<file path="src/rtl/input_conditioner_if.sv">
// Board-side bundle for the input conditioner: raw switches/buttons and the controller ack,
// plus the conditioned levels, press pulses, car flags and pedestrian request.
interface input_conditioner_if #(
    parameter int N_SW  = 8,
    parameter int N_BTN = 5
);
    logic [N_SW-1:0]  sw;
    logic [N_BTN-1:0] btn;
    logic             ped_ack;
    logic [N_SW-1:0]  sw_db;
    logic [N_BTN-1:0] btn_db;
    logic [N_BTN-1:0] btn_rise;
    logic             car_ns;
    logic             car_ew;
    logic             ped_req;

    modport master (
        output sw, btn, ped_ack,
        input  sw_db, btn_db, btn_rise, car_ns, car_ew, ped_req
    );

    modport slave (
        input  sw, btn, ped_ack,
        output sw_db, btn_db, btn_rise, car_ns, car_ew, ped_req
    );
endinterface

</file>
<file path="src/rtl/input_conditioner.sv">
// Two-flop synchronizer and per-bit debouncer for board switches/buttons, with button
// press pulses, car-presence flags and a sticky pedestrian request cleared by ped_ack.
module input_conditioner #(
    parameter int DEBOUNCE_CYCLES = 1000000,
    parameter int N_SW            = 8,
    parameter int N_BTN           = 5
) (
    input  logic                 clk,
    input  logic                 reset_n,
    input_conditioner_if.slave   bus
);
    localparam int N  = N_SW + N_BTN;
    localparam int CW = (DEBOUNCE_CYCLES < 1) ? 1 : $clog2(DEBOUNCE_CYCLES + 1);
    localparam logic [CW-1:0] CNT_LAST = CW'(DEBOUNCE_CYCLES - 1);

    logic [N-1:0]     raw;
    logic [N-1:0]     meta_reg;
    logic [N-1:0]     sync_reg;
    logic [N-1:0]     stable_reg;
    logic [N-1:0]     commit;
    logic [N_BTN-1:0] btn_rise_reg;
    logic             ped_level;
    logic             ped_level_reg;
    logic             ped_set;
    logic             ped_req_reg;

    // Buttons occupy the upper bits so the switch indices line up with sw.
    assign raw = {bus.btn, bus.sw};

    always_ff @(posedge clk or negedge reset_n) begin
        if (!reset_n) begin
            meta_reg <= '0;
            sync_reg <= '0;
        end else begin
            meta_reg <= raw;
            sync_reg <= meta_reg;
        end
    end

    genvar gi;
    generate
        for (gi = 0; gi < N; gi++) begin : g_db
            logic [CW-1:0] cnt_reg;
            logic          stable_bit_reg;

            // The count only survives while the input keeps disagreeing with the stable value.
            assign commit[gi] = (sync_reg[gi] != stable_bit_reg) && (cnt_reg == CNT_LAST);

            always_ff @(posedge clk or negedge reset_n) begin
                if (!reset_n) begin
                    cnt_reg        <= '0;
                    stable_bit_reg <= 1'b0;
                end else if (sync_reg[gi] == stable_bit_reg) begin
                    cnt_reg <= '0;
                end else if (commit[gi]) begin
                    stable_bit_reg <= sync_reg[gi];
                    cnt_reg        <= '0;
                end else begin
                    cnt_reg <= cnt_reg + CW'(1);
                end
            end

            assign stable_reg[gi] = stable_bit_reg;
        end
    endgenerate

    assign ped_level = |stable_reg[4:3];
    assign ped_set   = ped_level & ~ped_level_reg;

    // A press pulse is registered on the same edge the debounced level commits to 1.
    always_ff @(posedge clk or negedge reset_n) begin
        if (!reset_n) begin
            btn_rise_reg  <= '0;
            ped_level_reg <= 1'b0;
            ped_req_reg   <= 1'b0;
        end else begin
            btn_rise_reg  <= commit[N-1:N_SW] & sync_reg[N-1:N_SW];
            ped_level_reg <= ped_level;
            // A new request wins over a same-cycle ack so it is never lost.
            if (ped_set) begin
                ped_req_reg <= 1'b1;
            end else if (bus.ped_ack) begin
                ped_req_reg <= 1'b0;
            end
        end
    end

    assign bus.sw_db    = stable_reg[N_SW-1:0];
    assign bus.btn_db   = stable_reg[N-1:N_SW];
    assign bus.btn_rise = btn_rise_reg;
    assign bus.car_ns   = |stable_reg[7:5];
    assign bus.car_ew   = |stable_reg[2:0];
    assign bus.ped_req  = ped_req_reg;
endmodule

</file>
<file path="src/flat_wrapper.sv">
// flat-port wrapper written by rule: the top's interface ports become plain ports
module input_conditioner_flat 
#(
    parameter int DEBOUNCE_CYCLES = 1000000,
    parameter int N_SW            = 8,
    parameter int N_BTN           = 5
)
  (clk, reset_n, bus_sw, bus_btn, bus_ped_ack, bus_sw_db, bus_btn_db, bus_btn_rise, bus_car_ns, bus_car_ew, bus_ped_req);
  input_conditioner_if #(.N_SW(N_SW), .N_BTN(N_BTN)) bus_i ();
  input  logic clk;
  input  logic reset_n;
  input wire logic [$bits(bus_i.sw)-1:0] bus_sw;
  input wire logic [$bits(bus_i.btn)-1:0] bus_btn;
  input wire logic [$bits(bus_i.ped_ack)-1:0] bus_ped_ack;
  output wire logic [$bits(bus_i.sw_db)-1:0] bus_sw_db;
  output wire logic [$bits(bus_i.btn_db)-1:0] bus_btn_db;
  output wire logic [$bits(bus_i.btn_rise)-1:0] bus_btn_rise;
  output wire logic [$bits(bus_i.car_ns)-1:0] bus_car_ns;
  output wire logic [$bits(bus_i.car_ew)-1:0] bus_car_ew;
  output wire logic [$bits(bus_i.ped_req)-1:0] bus_ped_req;
  assign bus_i.sw = bus_sw;
  assign bus_i.btn = bus_btn;
  assign bus_i.ped_ack = bus_ped_ack;
  assign bus_sw_db = bus_i.sw_db;
  assign bus_btn_db = bus_i.btn_db;
  assign bus_btn_rise = bus_i.btn_rise;
  assign bus_car_ns = bus_i.car_ns;
  assign bus_car_ew = bus_i.car_ew;
  assign bus_ped_req = bus_i.ped_req;
  input_conditioner #(.DEBOUNCE_CYCLES(DEBOUNCE_CYCLES), .N_SW(N_SW), .N_BTN(N_BTN)) u_core (.clk(clk), .reset_n(reset_n), .bus(bus_i));
endmodule
</file>
<file path="config.mk">
export PLATFORM = sky130hd
export DESIGN_NAME = input_conditioner_flat
export DESIGN_NICKNAME = d
export VERILOG_FILES = /design/src/rtl/input_conditioner_if.sv /design/src/rtl/input_conditioner.sv /design/src/flat_wrapper.sv
export SDC_FILE = /design/constraint.sdc
export NUM_CORES = 1
export LEC_CHECK = 0
export ABC_CLOCK_PERIOD_IN_PS = 2920
export CORE_AREA = 2 2 147 185
export DETAILED_ROUTE_END_ITERATION = 10
export DIE_AREA = 0 0 149 187
export PLACE_DENSITY = 0.74
export REMOVE_ABC_BUFFERS = 1
export SLEW_MARGIN = 20
export SYNTH_ARGS = -nofsm -noshare
export SYNTH_HDL_FRONTEND = slang
export SYNTH_SLANG_ARGS = --single-unit
export TNS_END_PERCENT = 20
</file>
<file path="constraint.sdc">
create_clock -name clk -period 2.92 [get_ports clk]
set_input_delay 0.584 -clock clk [delete_from_list [all_inputs] [get_ports clk]]
set_output_delay 0.584 -clock clk [all_outputs]
set_load 0.02 [all_outputs]
</file>
Yosys cells after proc, flatten, opt, wreduce, memory -nomap -nowiden
Cells that the tools add are included.
{ "word_totals": {"elab_cells": 157, "input_bits": 16, "regBits": 306} }
{ "classes": {"n_eq_ne": 39, "bitwise": 16, "n_reduce_logical": 30, "muxes": 28, "addsub": 13} }
{ "op_table": {"columns": ["operator", "count"], "rows": [
  ["2-to-1 mux 20 bit", 26],
  ["adder 20 x 1 -> 20 bit (second input constant)", 13],
  ["== test 20 bit (second input constant)", 13],
  ["AND reduction 2 bit", 13],
  ["inverter 1 bit", 14],
  ["== test 1 bit", 13],
  ["logical AND 1 bit", 13],
  ["!= test 1 bit", 13],
  ["OR reduction 3 bit", 2],
  ["AND 5 bit", 1],
  ["2-to-1 mux 1 bit", 2],
  ["nonzero test 2 bit", 1],
  ["OR reduction 2 bit", 1],
  ["AND 1 bit", 1]
]} }

Longest topological paths before layout
{ "logic_depth": {"depth_word": 4, "depth_mapped": 6, "ltp_nobuf": 5} }

Worst setup path before layout
Ideal clock, no wire load.
{ "synth_timing": {"path_type": "flip-flop to flip-flop", "start": "register u_core.g_db[3].cnt_reg[12]", "end": "register u_core.g_db[3].stable_bit_reg", "setup_ps": 125, "t_arrival_ps": 1937, "synth_period_minus_slack_ps": 2061, "path_slack_ps": 859, "stages_incl_launch_ff": 5, "n_path_buf": 0, "cell_sequence": "dfrtp_1 > or4_1 > or4_4 > nor2_1 > mux2_2"} }
{ "synth_between": {"elab_chain_cells": 3} }
{ "synth_rtl": {"columns": ["item", "line", "text"], "rows": [
  ["from (decl)", "input_conditioner.sv:43", "logic [CW-1:0] cnt_reg;"],
  ["from (signal assigned)", "input_conditioner.sv:59", "cnt_reg <= cnt_reg + CW'(1);"],
  ["== test 20 bit", "input_conditioner.sv:47", "assign commit[gi] = (sync_reg[gi] != stable_bit_reg) && (cnt_reg == CNT_LAST);"],
  ["logical AND 1 bit", "input_conditioner.sv:47", null],
  ["AND reduction 2 bit (no source line)", null, null],
  ["to (signal assigned)", "input_conditioner.sv:56", "stable_bit_reg <= sync_reg[gi];"],
  ["to (decl)", "input_conditioner.sv:44", "logic stable_bit_reg;"]
]} }
Every way passes these cells.
A chain may end at the register's enable or synchronous reset.

Worst setup path after layout
{ "layout_timing": {"start": "register u_core.g_db[1].stable_bit_reg", "end": "output bus_car_ew"} }
{ "layout_between": {"elab_chain_cells": 1} }
{ "layout_rtl": {"columns": ["item", "line", "text"], "rows": [
  ["from (decl)", "input_conditioner.sv:44", null],
  ["from (signal assigned)", "input_conditioner.sv:56", null],
  ["OR reduction 3 bit", "input_conditioner.sv:92", "assign bus.car_ew = |stable_reg[2:0];"],
  ["to (decl)", "flat_wrapper.sv:19", "output wire logic [$bits(bus_i.car_ew)-1:0] bus_car_ew;"]
]} }
Every way passes these cells.

==> results.py <==
metrics = {
    "outcome": {
        "run_status": "complete, no violations",
    },
    "clock_network": {
        "cts_buffer_depth": 3,
        "cts-root-buf": "clkbuf_16",
        "clock-sinks": 306,
        "path_clk_slew_ns": 0.06,
        "ctsHoldBuffers": 0,
        "cts_tree": "yes",
        "post_cts_buffers": 0,
        "insertion_delay_ns": 0.52,
        "cts_max_level": 2,
        "cts_buffers": 34,
        "cts.repair.resized": 0,
    },
    "power": {
        "ir_worst_vdd_mv": 0.423,
        "p_per_area_nw_per_um2": 551,
        "power.leakage_nw": 6.71,
    },
    "layout": {
        "antennaDiodeCount": 0,
        "drive_gt1_share_pct": 7.95,
        "layout.nets": 1538,
        "syn_to_final_growth_pct": 13.3,
        "largest_register_ffs": 260,
    },
    "drt": {
        "drt-total-wl_um": 27300,
        "first_iter_violations": 467,
        "detail_route.first_pass.iterations": 4,
        "routed_via_density": 5.82,
        "vias": 10939,
        "wl_per_cell_um": 14.5,
        "drtAntennaViolNets": 0,
        "route.detailed.drc": 0,
    },
    "logic_synthesis": {
        "synth.most_common_cell": "dfrtp_1",
        "ys_ff_latch": 306,
        "synth_area_leaders": "dfrtp_1 52%, xnor2_1 5.5%, nor2_1 5.2%, xor2_1 4.8%, nand3_1 3.3%",
        "synth_cell_types": 54,
        "async_flop_share_pct": 100,
        "postSynthAreaPerCell_sq_um": 9.99,
        "netlist_area_sq_um": 14700,
        "synth_seq_area_share_pct": 52.1,
        "synth-edff-count": 0,
        "netlist_instances": 1471,
        "yosys-top-cells-count": "306 x dfrtp_1, 202 x nor2_1, 98 x nand3_1",
        "synth_warnings": 0,
        "yosysTopAreaCellShare_pct": 52.1,
        "yosys_most_used_dff": "dfrtp_1",
        "synth_area_leader_cell": "dfrtp_1",
    },
    "job": {
        "maxCapViolations": 0,
    },
    "critical_path": {
        "critPathKind": "reg2out",
        "arrival_ns": 1.83,
        "crit_path_max_fanout": 4,
        "required_ns": 2.34,
        "start_kind": "flip-flop",
        "worst_setup_path_end_kind": "output port",
    },
    "timing": {
        "clock_skew_ns": 0.0200,
        "relSlewSlack_pct": 53.8,
        "tightest_slew_ns": 0.694,
        "slew_viol_final": 0,
        "hold_viol_final": 0,
        "whs_ns": 0.0816,
        "rsz0062_at_grt": "false",
        "fin_tns_setup_ns": 0,
        "min_period_ns": 2.42,
        "setup_viol": 0,
        "max_freq_mhz": 414,
        "setup_ws_ns": 0.503,
        "fin_crit_sh_pct": 82.8,
    },
    "die": {
        "rows": 67,
        "fp.dieH_um": 187,
        "start_util_pct": 55.8,
        "die_w_um": 149,
        "die-area_sq_um": 27900,
        "core-area_sq_um": 26300,
        "num_io_pins": 37,
    },
    "global_route": {
        "grt_usage_pct": 20.2,
        "grt_pass1_wl_um": 48500,
        "grt_start_max_net_pins": 92,
        "grt_pass1_vias": 10825,
        "overflow": 0,
        "antenna_found_initial": 0,
    },
    "placed_design": {
        "place_ws_ns": 0.709,
        "gp_congestion": 0.807,
        "numPortBuffers": 36,
        "dp_hpwl_um": 18200,
    },
    "min_path": {
        "hold_class": "in2async",
    },
}
-- final timing paths --
kind                                                     from                    endpoint  slack [ns]  cells past startpoint
max in group asynchronous                             reset_n         u_core.sync_reg[10]        2.05                      2
worst max register to register     u_core.g_db[0].cnt_reg[16]  u_core.g_db[0].cnt_reg[18]        0.70                      5
min in group clk                          u_core.meta_reg[11]         u_core.sync_reg[11]        0.35                      0
worst max-delay path            u_core.g_db[1].stable_bit_reg                  bus_car_ew        0.50                      2
worst min-delay path                                  reset_n  u_core.g_db[7].cnt_reg[17]        0.08                      1
worst min register to register            u_core.meta_reg[11]         u_core.sync_reg[11]        0.35                      0
-- metrics by stage --
step	std cells	utilization, %	cell area [sq um]	power (W)
final	1879	63.3	16700	0.00918
after global routing	1879	63.3	16700	0.00951
after CTS	1879	63.3	16700	0.00929
after detailed placement	1818	58.7	15500	0.00473
after global placement	1818	58.7	15500	0.00473
after floorplan	1417	-	14400	0.00455
-- power by group --
part           switching [W]  internal, W
logic               0.000187    0.0000977
clock network        0.00170      0.00283
registers          0.0000616      0.00430
-- logic make-up after synthesis --
group,share of synthesized area [%]
AOI/OAI and AO/OA,6.62
xor gates and xnor gates,10.3
adders and majority gates,1.11
buffers and inverters,3.08
DFF,52.1
muxes,1.20
and+or+nand+nor,25.6
-- worst max-delay path, cell delays in order (launching register included) --
cell             delay, ns
dfrtp_1               0.43
or3_1                 0.36
clkdlybuf4s50_1       0.54
-- cell usage in the layout, fill, tap and decap left out, types with 4 or more instances in the layout --
cell	count
mux2_2	12
buf_12	4
a21oi_1	70
clkbuf_1	7
or2_2	8
nor4_1	36
nor4b_1	11
o31ai_1	30
nand3_1	98
nand4b_1	6
clkbuf_8	5
and4_1	22
clkbuf_16	34
nor2_1	202
clkdlybuf4s50_1	35
clkinv_2	4
inv_1	45
and3_1	32
bufinv_16	6
or4b_2	5
or4_1	38
o31ai_2	8
nand4_1	63
xnor2_1	93
xor2_1	80
o21ai_0	35
or3_1	35
ha_1	13
dfrtp_1	306
buf_4	16
and2_1	8
nand2_1	76
nor3_1	45
-- layout make-up --
| type | instances | area, sq um |
|---|---|---|
| inverter | 45 | 169 |
| timing repair buffer | 56 | 566 |
| fill | 2127 | 9670 |
| tap | 345 | 432 |
| sequential | 306 | 7660 |
| clock inverter | 15 | 253 |
| multi-input combinational | 1066 | 6630 |
| clock buffer | 46 | 946 |
-- per-layer routing --
metal  up-vias  track usage, %  part of all wire [%]
met4         0            6.30                   2.5
met5         -               0                     0
li1       5328               -                     -
met2       156            34.7                    50
met1      5398            26.6                    45
met3        57            2.71                   2.8
Note: power is estimated with default switching activity, not from simulation.
